[config.mk]
export PLATFORM = sky130hd
export DESIGN_NAME = simon_data_out
export DESIGN_NICKNAME = d
export VERILOG_FILES = /design/src/rtl/simon_data_out.sv
export SDC_FILE = /design/constraint.sdc
export NUM_CORES = 1
export LEC_CHECK = 0
export CAP_MARGIN = 30
export CORE_ASPECT_RATIO = 1.75
export CORE_MARGIN = 5
export CORE_UTILIZATION = 26
export DETAILED_ROUTE_END_ITERATION = 6
export PLACE_DENSITY = 0.58
export RECOVER_POWER = 25
export SYNTH_ARGS = -nofsm -noshare
export SYNTH_HDL_FRONTEND = slang
export SYNTH_SLANG_ARGS = --single-unit
[constraint.sdc]
create_clock -name clk -period 2.3 [get_ports clk]
set_input_delay 0.23 -clock clk [delete_from_list [all_inputs] [get_ports clk]]
set_output_delay 0.23 -clock clk [all_outputs]
set_load 0.005 [all_outputs]
[src/rtl/simon_data_out.sv]
`default_nettype none
// ============================================================================
//  Module      : simon_data_out
//  Description : Output packetiser for the SIMON datapath. Accepts 2N-bit
//                result blocks from the cipher core (edge-qualified valid/ack),
//                packs two blocks per packet, prepends info and count bytes
//                and offers the packet to the host under a ready/ack handshake.
//  Revision    : 1.0 - initial release
// ============================================================================
module simon_data_out #(
    parameter int         N        = 16,
    parameter logic [7:0] INFO_HDR = 8'hC0
) (
    input  logic                     clk,
    input  logic                     nR,
    input  logic                     doneBlock,
    input  logic [1:0][N-1:0]        blockOUT,
    input  logic                     lastBlock,
    output logic                     takeBlock,
    output logic [(1+N/2):0][7:0]    out,
    output logic                     pktReady,
    input  logic                     pktAck,
    output logic                     busy
);

    // Payload is N/2 bytes; one block fills half of it (N/4 bytes).
    localparam int c_PAY  = N / 2;
    localparam int c_HALF = N / 4;

    typedef enum logic [1:0] {
        IDLE   = 2'd0,
        HALF   = 2'd1,
        SEND   = 2'd2,
        ACKLOW = 2'd3
    } state_t;

    state_t                   r_state;
    state_t                   w_nextState;

    logic [(1+N/2):0][7:0]    r_out;
    logic [7:0]               r_seqCount;
    logic                     r_pktReady;
    logic                     r_takeBlock;
    logic                     r_armed;      // doneBlock has been low since the last take

    logic                     w_accept;
    logic                     w_capHi;
    logic                     w_capLo;
    logic                     w_zeroLo;
    logic                     w_enterSend;
    logic                     w_ackTake;
    logic [7:0]               w_info;
    logic [c_HALF-1:0][7:0]   w_blockBytes;

    assign w_blockBytes = blockOUT;

    // Info byte: bit0 marks a single (odd) block packet, bit1 marks the
    // message's final block. Odd packets only arise when sending from IDLE.
    assign w_info = INFO_HDR | {6'd0, lastBlock, (r_state == IDLE)};

    // State register.
    always_ff @(posedge clk) begin
        if (nR) begin
            r_state <= IDLE;
        end else begin
            r_state <= w_nextState;
        end
    end

    // Next-state decode and one-cycle datapath strobes.
    always_comb begin
        w_nextState = r_state;
        w_capHi     = 1'b0;
        w_capLo     = 1'b0;
        w_zeroLo    = 1'b0;
        w_enterSend = 1'b0;
        w_ackTake   = 1'b0;
        w_accept    = doneBlock && r_armed && ((r_state == IDLE) || (r_state == HALF));
        case (r_state)
            IDLE: begin
                if (w_accept) begin
                    w_capHi = 1'b1;
                    if (lastBlock) begin
                        w_zeroLo    = 1'b1;
                        w_enterSend = 1'b1;
                        w_nextState = SEND;
                    end else begin
                        w_nextState = HALF;
                    end
                end
            end
            HALF: begin
                if (w_accept) begin
                    w_capLo     = 1'b1;
                    w_enterSend = 1'b1;
                    w_nextState = SEND;
                end
            end
            SEND: begin
                if (pktAck) begin
                    w_ackTake   = 1'b1;
                    w_nextState = ACKLOW;
                end
            end
            ACKLOW: begin
                if (!pktAck) begin
                    w_nextState = IDLE;
                end
            end
            default: w_nextState = IDLE;
        endcase
    end

    // Core-side handshake: registered take pulse and edge-qualification flag.
    always_ff @(posedge clk) begin
        if (nR) begin
            r_takeBlock <= 1'b0;
            r_armed     <= 1'b1;
        end else begin
            r_takeBlock <= w_accept;
            if (w_accept) begin
                r_armed <= 1'b0;
            end else if (!doneBlock) begin
                r_armed <= 1'b1;
            end
        end
    end

    // Packet buffer, host ready flag and sequence counter.
    always_ff @(posedge clk) begin
        if (nR) begin
            r_out      <= '0;
            r_seqCount <= 8'd0;
            r_pktReady <= 1'b0;
        end else begin
            if (w_capHi) begin
                r_out[c_PAY-1 -: c_HALF] <= w_blockBytes;
            end
            if (w_capLo) begin
                r_out[c_HALF-1:0] <= w_blockBytes;
            end
            if (w_zeroLo) begin
                r_out[c_HALF-1:0] <= '0;
            end
            if (w_enterSend) begin
                r_out[c_PAY+1] <= w_info;
                r_out[c_PAY]   <= r_seqCount;
                r_pktReady     <= 1'b1;
            end
            if (w_ackTake) begin
                r_pktReady <= 1'b0;
                r_seqCount <= r_seqCount + 8'd1;
            end
        end
    end

    assign takeBlock = r_takeBlock;
    assign out       = r_out;
    assign pktReady  = r_pktReady;
    assign busy      = (r_state != IDLE);

endmodule
`default_nettype wire

==> results of run 1 <==
[cells in the mapped netlist (all sizes together)]
library cell | instances | area share [%]
nand4 | 3 | 1.0
mux2 | 1 | 0.34
nor2b | 2 | 0.38
nand3 | 13 | 2.0
a31o | 1 | 0.26
dfxtp | 88 | 53
ha | 5 | 1.9
nand2 | 134 | 15
nor3 | 1 | 0.15
xor2 | 1 | 0.26
a21oi | 85 | 13
or3 | 2 | 0.38
a21o | 1 | 0.23
buf | 23 | 3.9
and3 | 3 | 0.60
mux2i | 2 | 0.60
o31ai | 2 | 0.45
conb | 1 | 0.11
or4 | 2 | 0.45
a211oi | 2 | 0.45
o2bb2ai | 1 | 0.26
clkbuf | 10 | 1.1
inv | 4 | 0.45
o21ai | 10 | 1.5
nand3b | 2 | 0.45
xnor2 | 1 | 0.26
nor2 | 5 | 0.57
a311oi | 2 | 0.53
and2 | 1 | 0.19
[tightest hold or removal path: stages]
cell	delay, ns
sky130_fd_sc_hd__buf_2	0.12
sky130_fd_sc_hd__buf_4	0.22
sky130_fd_sc_hd__nor2_1	0.12
[worst max-delay path by stage]
stage,end,slack (ns),depth (start not counted)
floorplan,r_seqCount[4]$_SDFFE_PP0P_,0.83,6
global placement,out[27]$_SDFFE_PP0P_,0.46,4
detailed placement,out[28]$_SDFFE_PP0P_,0.39,4
CTS,busy,0.27,4
global route,busy,0.18,4
finish,busy,0.28,4
[through the flow]
stage	std cells	utilization (%)	setup WS (ns)	hold slack (ns)
floorplan	411	-	0.832	0.317
global placement	668	36.5	0.462	0.440
detailed placement	668	36.5	0.385	0.445
CTS	684	39.2	0.274	0.382
global route	684	39.2	0.181	0.418
finish	684	39.2	0.281	0.391
[area by class of cell]
cell class                 count  share of cell area, %
sequential                    88                   36.0
multi-input combinational    286                   28.2
timing repair buffer         122                   24.5
clock buffer                  12                   5.23
tap                          168                   4.29
clock inverter                 4                   1.56
inverter                       4                  0.306
[kinds of logic after synthesis]
kind of cell	after synthesis	synth area share [%]
compound gates	104	16.5
xor+xnor	2	0.529
fa+ha+maj	5	1.89
buf+inv	37	5.51
flops	88	53.2
mux	3	0.944
other cells	1	0.113
simple gates	168	21.3
[layer usage]
| layer | vias to the layer above | global-route usage [%] | routed length (µm) |
|---|---|---|---|
| met2 | 101 | 25.0 | 5500 |
| met5 | - | 0 | 0 |
| met1 | 1470 | 14.1 | 3830 |
| met3 | 15 | 3.12 | 541 |
| met4 | 0 | 4.99 | 174 |
| li1 | 1555 | - | - |
[power groups by stage]
stage / Sequential (W) / Clock, W / Combinational [W]
2_1_floorplan: 0.00188 / 0 / 0.000614
3_3_place_gp: 0.00187 / 0 / 0.00123
3_5_place_dp: 0.00188 / 0 / 0.00125
4_1_cts: 0.00185 / 0.00164 / 0.00125
5_1_grt: 0.00187 / 0.00171 / 0.00133
6_report: 0.00185 / 0.00158 / 0.00120
[flip-flops by register name, indices dropped and copies added (netlist names)]
| signal | flops |
|---|---|
| out | 75 |
| pktReady | 1 |
| r_armed | 1 |
| r_seqCount | 8 |
| r_state | 2 |
| takeBlock | 1 |
==> impl_metrics.csv, run 1 <==
group,metric,value,unit
clocking,tritoncts.num_buffers,9,
setup_path,critical_path_required,2.07,ns
floorplan,initial_utilization,26.5,%
routing,vias_per_cell,4.59,
setup_path,worst-path-max-fanout,10,
routing,first_pass_iters,4,
pwr,netSwitchingFraction,28.8,%
cells_and_area,layout-drive-gt1-share,5.23,%
setup_path,worst-setup-path-type,"reg -> out",
setup_path,critical-path-top-delay-family,"buffers and inverters",
synth,ys.warnings.count,0,
run,cap_violations,0,
setup_path,most_frequent_cell_on_the_critical_path,"sky130_fd_sc_hd__inv_1",
floorplan,coreArea,12500,µm²
grt,grt_antenna_before_repair,0,
clocking,clk_pin_slew_worst_paths,0.06,ns
setup_path,worstReg2RegEnd,"out[64]$_SDFFE_PP0P_",
setup_path,worstReg2RegStart,"r_state[0]$_SDFFE_PP0P_",
synth,yosys_register_bits,88,
synth,synth_area_per_cell,8.12,µm²
routing,via_count,3141,
timing,timing_max_transition_violations_final,0,
cells_and_area,fillers,1272,
clocking,clkLatencyLatePin,0.33,ns
worst_hold_path,hold_path.class,"in -> reg",
pwr,p_sw,0.00133,W
routing,drt_wl_total,10000,µm
timing,final_hold_viol_count,0,
worst_hold_path,worstHoldStart,"nR",
timing,fin_crit,2.02,ns
timing,max_slew.worst_pin.slew,0.690,ns
clocking,cts_post_setup_buffers_inserted,0,
setup_path,timing.reg2reg.setup_slack,0.55,ns
setup_path,cp-start-kind,"flop",
placed_design,detailedPlacementHpwl,7410,µm
timing,portion_of_the_clock_cycle_consumed_by_the_worst_path_in_the_final_layout,87.8,%
placed_design,gp_congestion,0.769,
floorplan,rows,54,
grt,grt_max_degree,34,
worst_hold_path,hold_depth,3,
setup_path,critical_path.max_stage_delay,0.52,ns
placed_design,placed_cell_area,4570,µm²
floorplan,die-height,159,µm
cells_and_area,num_antenna_cells,0,
routing,drc_errors,0,
cells_and_area,area_of_the_multi_input_gates,1380,µm²
setup_path,cp-end-kind,"primary output",
timing,worst_clock_skew,0.00498,ns
timing,maxSlewHeadroom,54.0,%
placed_design,io_buffer_count,115,
worst_hold_path,hold_path_endpoint,"r_seqCount[0]$_SDFFE_PP0P_",
floorplan,fp.dieW,95.4,µm
pwr,max-vdd-ir-drop,0.000636,V
cells_and_area,layout_common_cells,"134 x sky130_fd_sc_hd__nand2_1, 88 x sky130_fd_sc_hd__dfxtp_1, 85 x sky130_fd_sc_hd__a21oi_1",
cells_and_area,syn2layout_area_growth,47.8,%
setup_path,critical_path_arrival,1.79,ns
clocking,clock_sink_count,88,
timing,total_negative_setup_slack,0,ns
synth,yosysSeqAreaShare,53.2,%
pwr,share_seq_of_total_power,39.9,%
routing,drt.antenna.violating_nets,0,
grt,grt_first_pass_wirelength,15900,µm
setup_path,critPathBufInv,3,
floorplan,die-area,15200,µm²
routing,detailedRoute.firstIterationViolations,69,
grt,grt_remaining_overflow,0,
pwr,power.combinational.fraction,26.0,%
pwr,power.share.clock,34.1,%
floorplan,io-pin-count,120,
outcome,outcome,"finished clean",
pwr,powerDensity,944,nW/µm²
setup_path,cpMaxStageDelayCell,"sky130_fd_sc_hd__clkdlybuf4s50_1",
cells_and_area,seq_cell_area,1760,µm²
clocking,tritoncts_clock_tree,"built",
synth,netlist_area,3310,µm²
clocking,htree_levels,3,
clocking,ctsRootBufferMaster,"sky130_fd_sc_hd__clkbuf_16",
synth,netlist_instances,408,
setup_path,rr_worst_depth,5,
clocking,post_cts_resize_count,0,
grt,grt_pass1_vias,3040,
timing,setup_repair_after_global_routing_missed_its_margin,"false",
pwr,cellInternalPower,0.00330,W
timing,max_freq,495,MHz
pwr,cellLeakagePower,1.82,nW
cells_and_area,final_common_cell,"sky130_fd_sc_hd__nand2_1",
synth,synthDistinctLibCells,33,
clocking,cts-root-to-sink-buffers,2,
cells_and_area,nets_final,553,
pwr,post-layout-total-power,0.00463,W
timing,finalSetupViolations,0,
grt,groute.usage.overall,13.4,%
setup_path,cp-startpoint,"r_state[0]$_SDFFE_PP0P_",
routing,avgRoutedWirePerCell,14.7,µm
clocking,cts_hold_buf,0,
setup_path,crit_path_cell_trace,"inv_1 > ha_1 > inv_1 > clkdlybuf4s50_1",
cells_and_area,final_area,4900,µm²
Power figures use the tool's default switching activity.
==> inputs of run 2 (changes only) <==
ABC_CLOCK_PERIOD_IN_PS = 2300   (was default)
==> results of run 2 <==
Same layout as run 1: the final DEF is identical, and so are final timing and power.
